## config.mk

```make
export PLATFORM = sky130hd
export DESIGN_NAME = level_judge_flat
export DESIGN_NICKNAME = d
export VERILOG_FILES = /design/src/rtl/level_judge_if.sv /design/src/rtl/level_judge.sv /design/src/flat_wrapper.sv
export SDC_FILE = /design/constraint.sdc
export NUM_CORES = 1
export LEC_CHECK = 0
export CAP_MARGIN = 20
export CORE_MARGIN = 2
export CORE_UTILIZATION = 35
export CTS_CLUSTER_SIZE = 8
export DETAILED_ROUTE_END_ITERATION = 8
export GPL_TIMING_DRIVEN = 0
export PLACE_DENSITY = 0.7
export SYNTH_ARGS = -nofsm -noshare
export SYNTH_HDL_FRONTEND = slang
export SYNTH_SLANG_ARGS = --single-unit
```

## constraint.sdc

```tcl
create_clock -name Clk100M -period 3.8 [get_ports Clk100M]
set_input_delay 1.14 -clock Clk100M [delete_from_list [all_inputs] [get_ports Clk100M]]
set_output_delay 1.14 -clock Clk100M [all_outputs]
set_load 0.02 [all_outputs]
```

## src/rtl/level_judge_if.sv

```systemverilog
// Signal bundle between the level counter/timer logic and the level judge.
// The judge attaches through the slave modport; the event source uses master.
interface level_judge_if #(
  parameter int DIFF_W  = 5,
  parameter int LEVEL_W = 3,
  parameter int LIFE_W  = 2,
  parameter int SCORE_W = 8
) ();
  logic               start;
  logic               levelComplete;
  logic [DIFF_W-1:0]  difference;
  logic               timerExpired;
  logic               incLevel;
  logic               retryLevel;
  logic               lose;
  logic               win;
  logic               playing;
  logic [LEVEL_W-1:0] level;
  logic [LIFE_W-1:0]  livesLeft;
  logic [SCORE_W-1:0] score;

  modport master (
    output start, levelComplete, difference, timerExpired,
    input  incLevel, retryLevel, lose, win, playing, level, livesLeft, score
  );

  modport slave (
    input  start, levelComplete, difference, timerExpired,
    output incLevel, retryLevel, lose, win, playing, level, livesLeft, score
  );
endinterface

```

## src/rtl/level_judge.sv

```systemverilog
// Multi-level game judge: tracks level, lives and a saturating score, and
// decides win/lose. Every output comes straight from a flop.
module level_judge #(
  parameter int DIFF_W        = 5,
  parameter int NUM_LEVELS    = 8,
  parameter int LEVEL_W       = 3,
  parameter int MAX_LIVES     = 3,
  parameter int LIFE_W        = 2,
  parameter int TOLERANCE     = 0,
  parameter int PERFECT_BONUS = 2,
  parameter int SCORE_W       = 8
) (
  input logic          Clk100M,
  input logic          reset,
  level_judge_if.slave bus
);

  typedef enum logic [1:0] {IDLE, PLAY, WIN, LOSE} state_e;

  localparam logic [31:0]        TOL_U      = 32'(TOLERANCE);
  localparam logic [31:0]        SCORE_MAX  = (32'd1 << SCORE_W) - 32'd1;
  localparam logic [31:0]        PERFECT_PT = 32'(PERFECT_BONUS) + 32'd1;
  localparam logic [LEVEL_W-1:0] LAST_LEVEL = LEVEL_W'(NUM_LEVELS - 1);
  localparam logic [LIFE_W-1:0]  LIVES_INIT = LIFE_W'(MAX_LIVES);

  state_e             state_q, state_d;
  logic [LEVEL_W-1:0] level_q, level_d;
  logic [LIFE_W-1:0]  lives_q, lives_d;
  logic [SCORE_W-1:0] score_q, score_d;
  logic               inc_q, inc_d;
  logic               retry_q, retry_d;
  logic               win_q, win_d;
  logic               lose_q, lose_d;
  logic               playing_q, playing_d;

  logic        diff_ok;
  logic        judging;
  logic        pass_ev;
  logic        fail_ev;
  logic [31:0] points;
  logic [31:0] score_sum;

  // start overrides everything, and a submission masks a same-cycle timeout
  assign diff_ok   = 32'(bus.difference) <= TOL_U;
  assign judging   = !bus.start && (state_q == PLAY);
  assign pass_ev   = judging && bus.levelComplete && diff_ok;
  assign fail_ev   = judging && ((bus.levelComplete && !diff_ok) ||
                                 (!bus.levelComplete && bus.timerExpired));
  assign points    = (bus.difference == '0) ? PERFECT_PT : 32'd1;
  assign score_sum = 32'(score_q) + points;

  always_ff @(posedge Clk100M) begin
    if (reset) begin
      state_q   <= IDLE;
      level_q   <= '0;
      lives_q   <= LIVES_INIT;
      score_q   <= '0;
      inc_q     <= 1'b0;
      retry_q   <= 1'b0;
      win_q     <= 1'b0;
      lose_q    <= 1'b0;
      playing_q <= 1'b0;
    end else begin
      state_q   <= state_d;
      level_q   <= level_d;
      lives_q   <= lives_d;
      score_q   <= score_d;
      inc_q     <= inc_d;
      retry_q   <= retry_d;
      win_q     <= win_d;
      lose_q    <= lose_d;
      playing_q <= playing_d;
    end
  end

  always_comb begin
    state_d = state_q;
    level_d = level_q;
    lives_d = lives_q;
    score_d = score_q;
    if (bus.start) begin
      state_d = PLAY;
      level_d = '0;
      lives_d = LIVES_INIT;
      score_d = '0;
    end else if (pass_ev) begin
      score_d = (score_sum > SCORE_MAX) ? SCORE_MAX[SCORE_W-1:0]
                                        : score_sum[SCORE_W-1:0];
      if (level_q < LAST_LEVEL) begin
        level_d = level_q + LEVEL_W'(1);
      end else begin
        state_d = WIN;
      end
    end else if (fail_ev) begin
      if (lives_q > LIFE_W'(1)) begin
        lives_d = lives_q - LIFE_W'(1);
      end else begin
        lives_d = '0;
        state_d = LOSE;
      end
    end
  end

  always_comb begin
    inc_d     = pass_ev;
    retry_d   = fail_ev && (lives_q > LIFE_W'(1));
    win_d     = (state_d == WIN);
    lose_d    = (state_d == LOSE);
    playing_d = (state_d == PLAY);
  end

  assign bus.incLevel   = inc_q;
  assign bus.retryLevel = retry_q;
  assign bus.win        = win_q;
  assign bus.lose       = lose_q;
  assign bus.playing    = playing_q;
  assign bus.level      = level_q;
  assign bus.livesLeft  = lives_q;
  assign bus.score      = score_q;

endmodule

```

## src/flat_wrapper.sv

```systemverilog
// flat-port wrapper written by rule: the top's interface ports become plain ports
module level_judge_flat 
#(
  parameter int DIFF_W        = 5,
  parameter int NUM_LEVELS    = 8,
  parameter int LEVEL_W       = 3,
  parameter int MAX_LIVES     = 3,
  parameter int LIFE_W        = 2,
  parameter int TOLERANCE     = 0,
  parameter int PERFECT_BONUS = 2,
  parameter int SCORE_W       = 8
)
  (Clk100M, reset, bus_start, bus_levelComplete, bus_difference, bus_timerExpired, bus_incLevel, bus_retryLevel, bus_lose, bus_win, bus_playing, bus_level, bus_livesLeft, bus_score);
  level_judge_if #(.DIFF_W(DIFF_W), .LEVEL_W(LEVEL_W), .LIFE_W(LIFE_W), .SCORE_W(SCORE_W)) bus_i ();
  input logic Clk100M;
  input logic reset;
  input wire logic [$bits(bus_i.start)-1:0] bus_start;
  input wire logic [$bits(bus_i.levelComplete)-1:0] bus_levelComplete;
  input wire logic [$bits(bus_i.difference)-1:0] bus_difference;
  input wire logic [$bits(bus_i.timerExpired)-1:0] bus_timerExpired;
  output wire logic [$bits(bus_i.incLevel)-1:0] bus_incLevel;
  output wire logic [$bits(bus_i.retryLevel)-1:0] bus_retryLevel;
  output wire logic [$bits(bus_i.lose)-1:0] bus_lose;
  output wire logic [$bits(bus_i.win)-1:0] bus_win;
  output wire logic [$bits(bus_i.playing)-1:0] bus_playing;
  output wire logic [$bits(bus_i.level)-1:0] bus_level;
  output wire logic [$bits(bus_i.livesLeft)-1:0] bus_livesLeft;
  output wire logic [$bits(bus_i.score)-1:0] bus_score;
  assign bus_i.start = bus_start;
  assign bus_i.levelComplete = bus_levelComplete;
  assign bus_i.difference = bus_difference;
  assign bus_i.timerExpired = bus_timerExpired;
  assign bus_incLevel = bus_i.incLevel;
  assign bus_retryLevel = bus_i.retryLevel;
  assign bus_lose = bus_i.lose;
  assign bus_win = bus_i.win;
  assign bus_playing = bus_i.playing;
  assign bus_level = bus_i.level;
  assign bus_livesLeft = bus_i.livesLeft;
  assign bus_score = bus_i.score;
  level_judge #(.DIFF_W(DIFF_W), .NUM_LEVELS(NUM_LEVELS), .LEVEL_W(LEVEL_W), .MAX_LIVES(MAX_LIVES), .LIFE_W(LIFE_W), .TOLERANCE(TOLERANCE), .PERFECT_BONUS(PERFECT_BONUS), .SCORE_W(SCORE_W)) u_core (.Clk100M(Clk100M), .reset(reset), .bus(bus_i));
endmodule
```

==> impl_metrics.toml <==
[status]
status = "finished, final reports clean"

[routing]
num_vias = 897
drc = 0
ant_nets = 0
via_per_inst = 5.25
wire_per_inst_um = 12.2
firstDrtPassIters = 4
first_iter_violations = 24
drt-total-wl_um = 2080

[synthesis]
synth-main-ff-cell = "dfxtp_1"
ys_top_cells_by_count = "dfxtp_1 (20), nor2_1 (15), a21oi_1 (11)"
netlist.top_cell.by_area = "dfxtp_1"
synth_cell_types = 36
yosysWarnings = 0
synthTopCellsByArea = "dfxtp_1 (42%), nor2_1 (5.9%), a21oi_1 (5.8%)"
synth_area_um2 = 950
synth_top_area_frac = 0.422
ys_ff_latch = 20
synth_edf_count = 0
synth_nets = 123
avgSynthCellArea_um2 = 8.63
ys_async_sr_fraction = 0
synth_cells = 110
ys_seq_area_frac = 0.422
synth_most_common_cell = "dfxtp_1"

[sta]
slew_headroom = 0.681
finalHoldViolations = 0
setup-violations-final = 0
tns_ns = 0
hold_slack_ns = 0.488
fin_crit_sh = 0.899
max_clock_freq_mhz = 293
finalCriticalPeriod_ns = 3.42
rsz0062_at_grt = "no"
finClkSkew_ns = 0.00154
drv_slew = 0
worst_pin_slew_ns = 0.479

[die]
die_x_um = 56.1
die_h_um = 56.1
rows = 18
die_area_um2 = 3150
coreArea_um2 = 2520
start_util = 0.376
io_pins = 28

[place]
dp_hpwl_um = 1560
routabilityCongestion = 0.825
place.port_buffers = 27

[global_routing]
antenna_found_initial = 0
grtUsageTotal = 0.137
overflow = 0
grt_pass1_vias = 806
grt_pass1_wl_um = 3530
grt_max_degree = 12

[critical_path]
cp_cell_sequence = "clkdlybuf4s50_1 > nor4_4 > or2b_1 > fa_1 > nand4b_1 > nor2_1 > and4b_1 > nor3_1"
crit_type = "input pin to register"
critPathRequiredTime_ns = 4.03
path_delay_family = "simple AND/OR/NAND/NOR gates"
slowest_stage = "clkdlybuf4s50_1"
crit_arrival_ns = 3.65
slowest_delay_ns = 0.45
r2r-start = "u_core.bus.score[0]"
cp-start-kind = "input pin"
crit_path_max_fanout = 6
rr_worst_depth = 6
worstSetupEndpointType = "register"
worstSetupStartpoint = "bus_difference[0]"
crit_buf_inv = 1
rr_endpoint = "u_core.bus.score[4]"
reg2reg_slack_ns = 1.84

[final_layout]
multi_input_area_um2 = 512
areaGrowthSynthToFinish_pct = 36.2
n_fill_cell = 243
nets = 155
seqCellArea_um2 = 400
fin_util = 0.513
insertedDiodeCount = 0
drive_gt1_frac = 0.0709

[hold_path]
hold_path_depth = 2
worstHoldEndpoint = "u_core.bus.lose"
hold_path_startpoint = "u_core.state_q[0]"
hp-class = "register to register"

[pwr]
powerDensity_nw_per_um2 = 285
p_leak_nw = 0.440
ir_worst_vdd_uv = 309

[cts]
clkTransAtPathRegs_ns = 0.11
cts_tree = "built"
cts_buffers = 3
htree_levels = 1
cts_resized = 0
numClockSinks = 20
worstSkewPairLatency_ns = 0.30
cts_setup_buffers = 0
cts_root_buf = "clkbuf_4"
clockBufferDepth = 2
cts_hold_buffers = 0

[flow_run]
maxCapViolCount = 0
[final cells by class]
type	instances	share of cell area
multi-input combinational	81	0.396
sequential	20	0.309
timing repair buffer	27	0.209
tap	30	0.0290
clock buffer	4	0.0280
inverter	7	0.0203
buffer	2	0.00870
[through the flow]
step | area (um^2) | total power, mW | worst slack, ns | cells
final | 1290 | 0.369 | 0.383 | 171
after floorplan | 950 | 0.231 | 0.790 | 110
after detailed placement | 1260 | 0.250 | 0.113 | 167
after global placement | 1260 | 0.250 | 0.134 | 167
after global routing | 1290 | 0.383 | 0.210 | 171
after CTS | 1290 | 0.372 | 0.406 | 171
[worst max path at each step]
stage / end / depth (start not counted) / slack [ns]
6_report: u_core.bus.score[4] / 8 / 0.38
5_1_grt: u_core.bus.score[4] / 8 / 0.21
4_1_cts: u_core.bus.score[4] / 8 / 0.41
3_5_place_dp: u_core.bus.score[4] / 8 / 0.11
3_3_place_gp: u_core.bus.score[4] / 8 / 0.13
2_1_floorplan: u_core.bus.score[4] / 7 / 0.79
[metal layers]
metal  GRT usage  part of all wire  vias up
met5           0                 0        -
met4      0.0102            0.0038        0
met3      0.0442             0.059        2
met2       0.242              0.48       31
met1       0.168              0.46      401
li1            -                 -      463
[registers in the layout, summed over array words and instances, names as in the netlist]
name,cells
u_core.bus.level,3
u_core.state_q,2
u_core.bus.playing,1
u_core.bus.livesLeft,2
u_core.bus.win,1
u_core.bus.incLevel,1
u_core.bus.lose,1
u_core.bus.retryLevel,1
u_core.bus.score,8
[cells by family after synthesis]
kind of cell,after synthesis,share of synthesized area
adders and majority gates,3,0.0474
AOI/OAI and AO/OA,26,0.173
and+or+nand+nor,51,0.308
muxes,1,0.0105
DFF,20,0.422
buffers and inverters,9,0.0395
[layout by cell type, fill, tap and decap left out, types with 2 or more instances in the layout]
cell,instances
inv_1,7
a211oi_1,5
o21ai_0,2
nand2_1,8
ha_1,2
a31oi_1,2
nand2b_1,2
nand3_1,3
clkbuf_4,3
a21oi_1,11
nor3b_1,2
nor2_1,15
nand4b_1,2
nor3_1,4
dfxtp_1,20
and3_1,2
nor4_1,2
clkdlybuf4s50_1,27
nand4_1,2
[power breakdown]
part / leakage [nW] / switching (mW) / internal, mW
clock: 0.0210 / 0.0651 / 0.0584
sequential: 0.162 / 0.00148 / 0.212
combinational: 0.257 / 0.0154 / 0.0167
[worst min-delay path, delay by kind of cell, from the launching register on]
family           cells  cell delay, ns
flip-flops           1            0.35
AND/OR/NAND/NOR      2            0.10
Note: power is estimated with default switching activity, not from simulation.
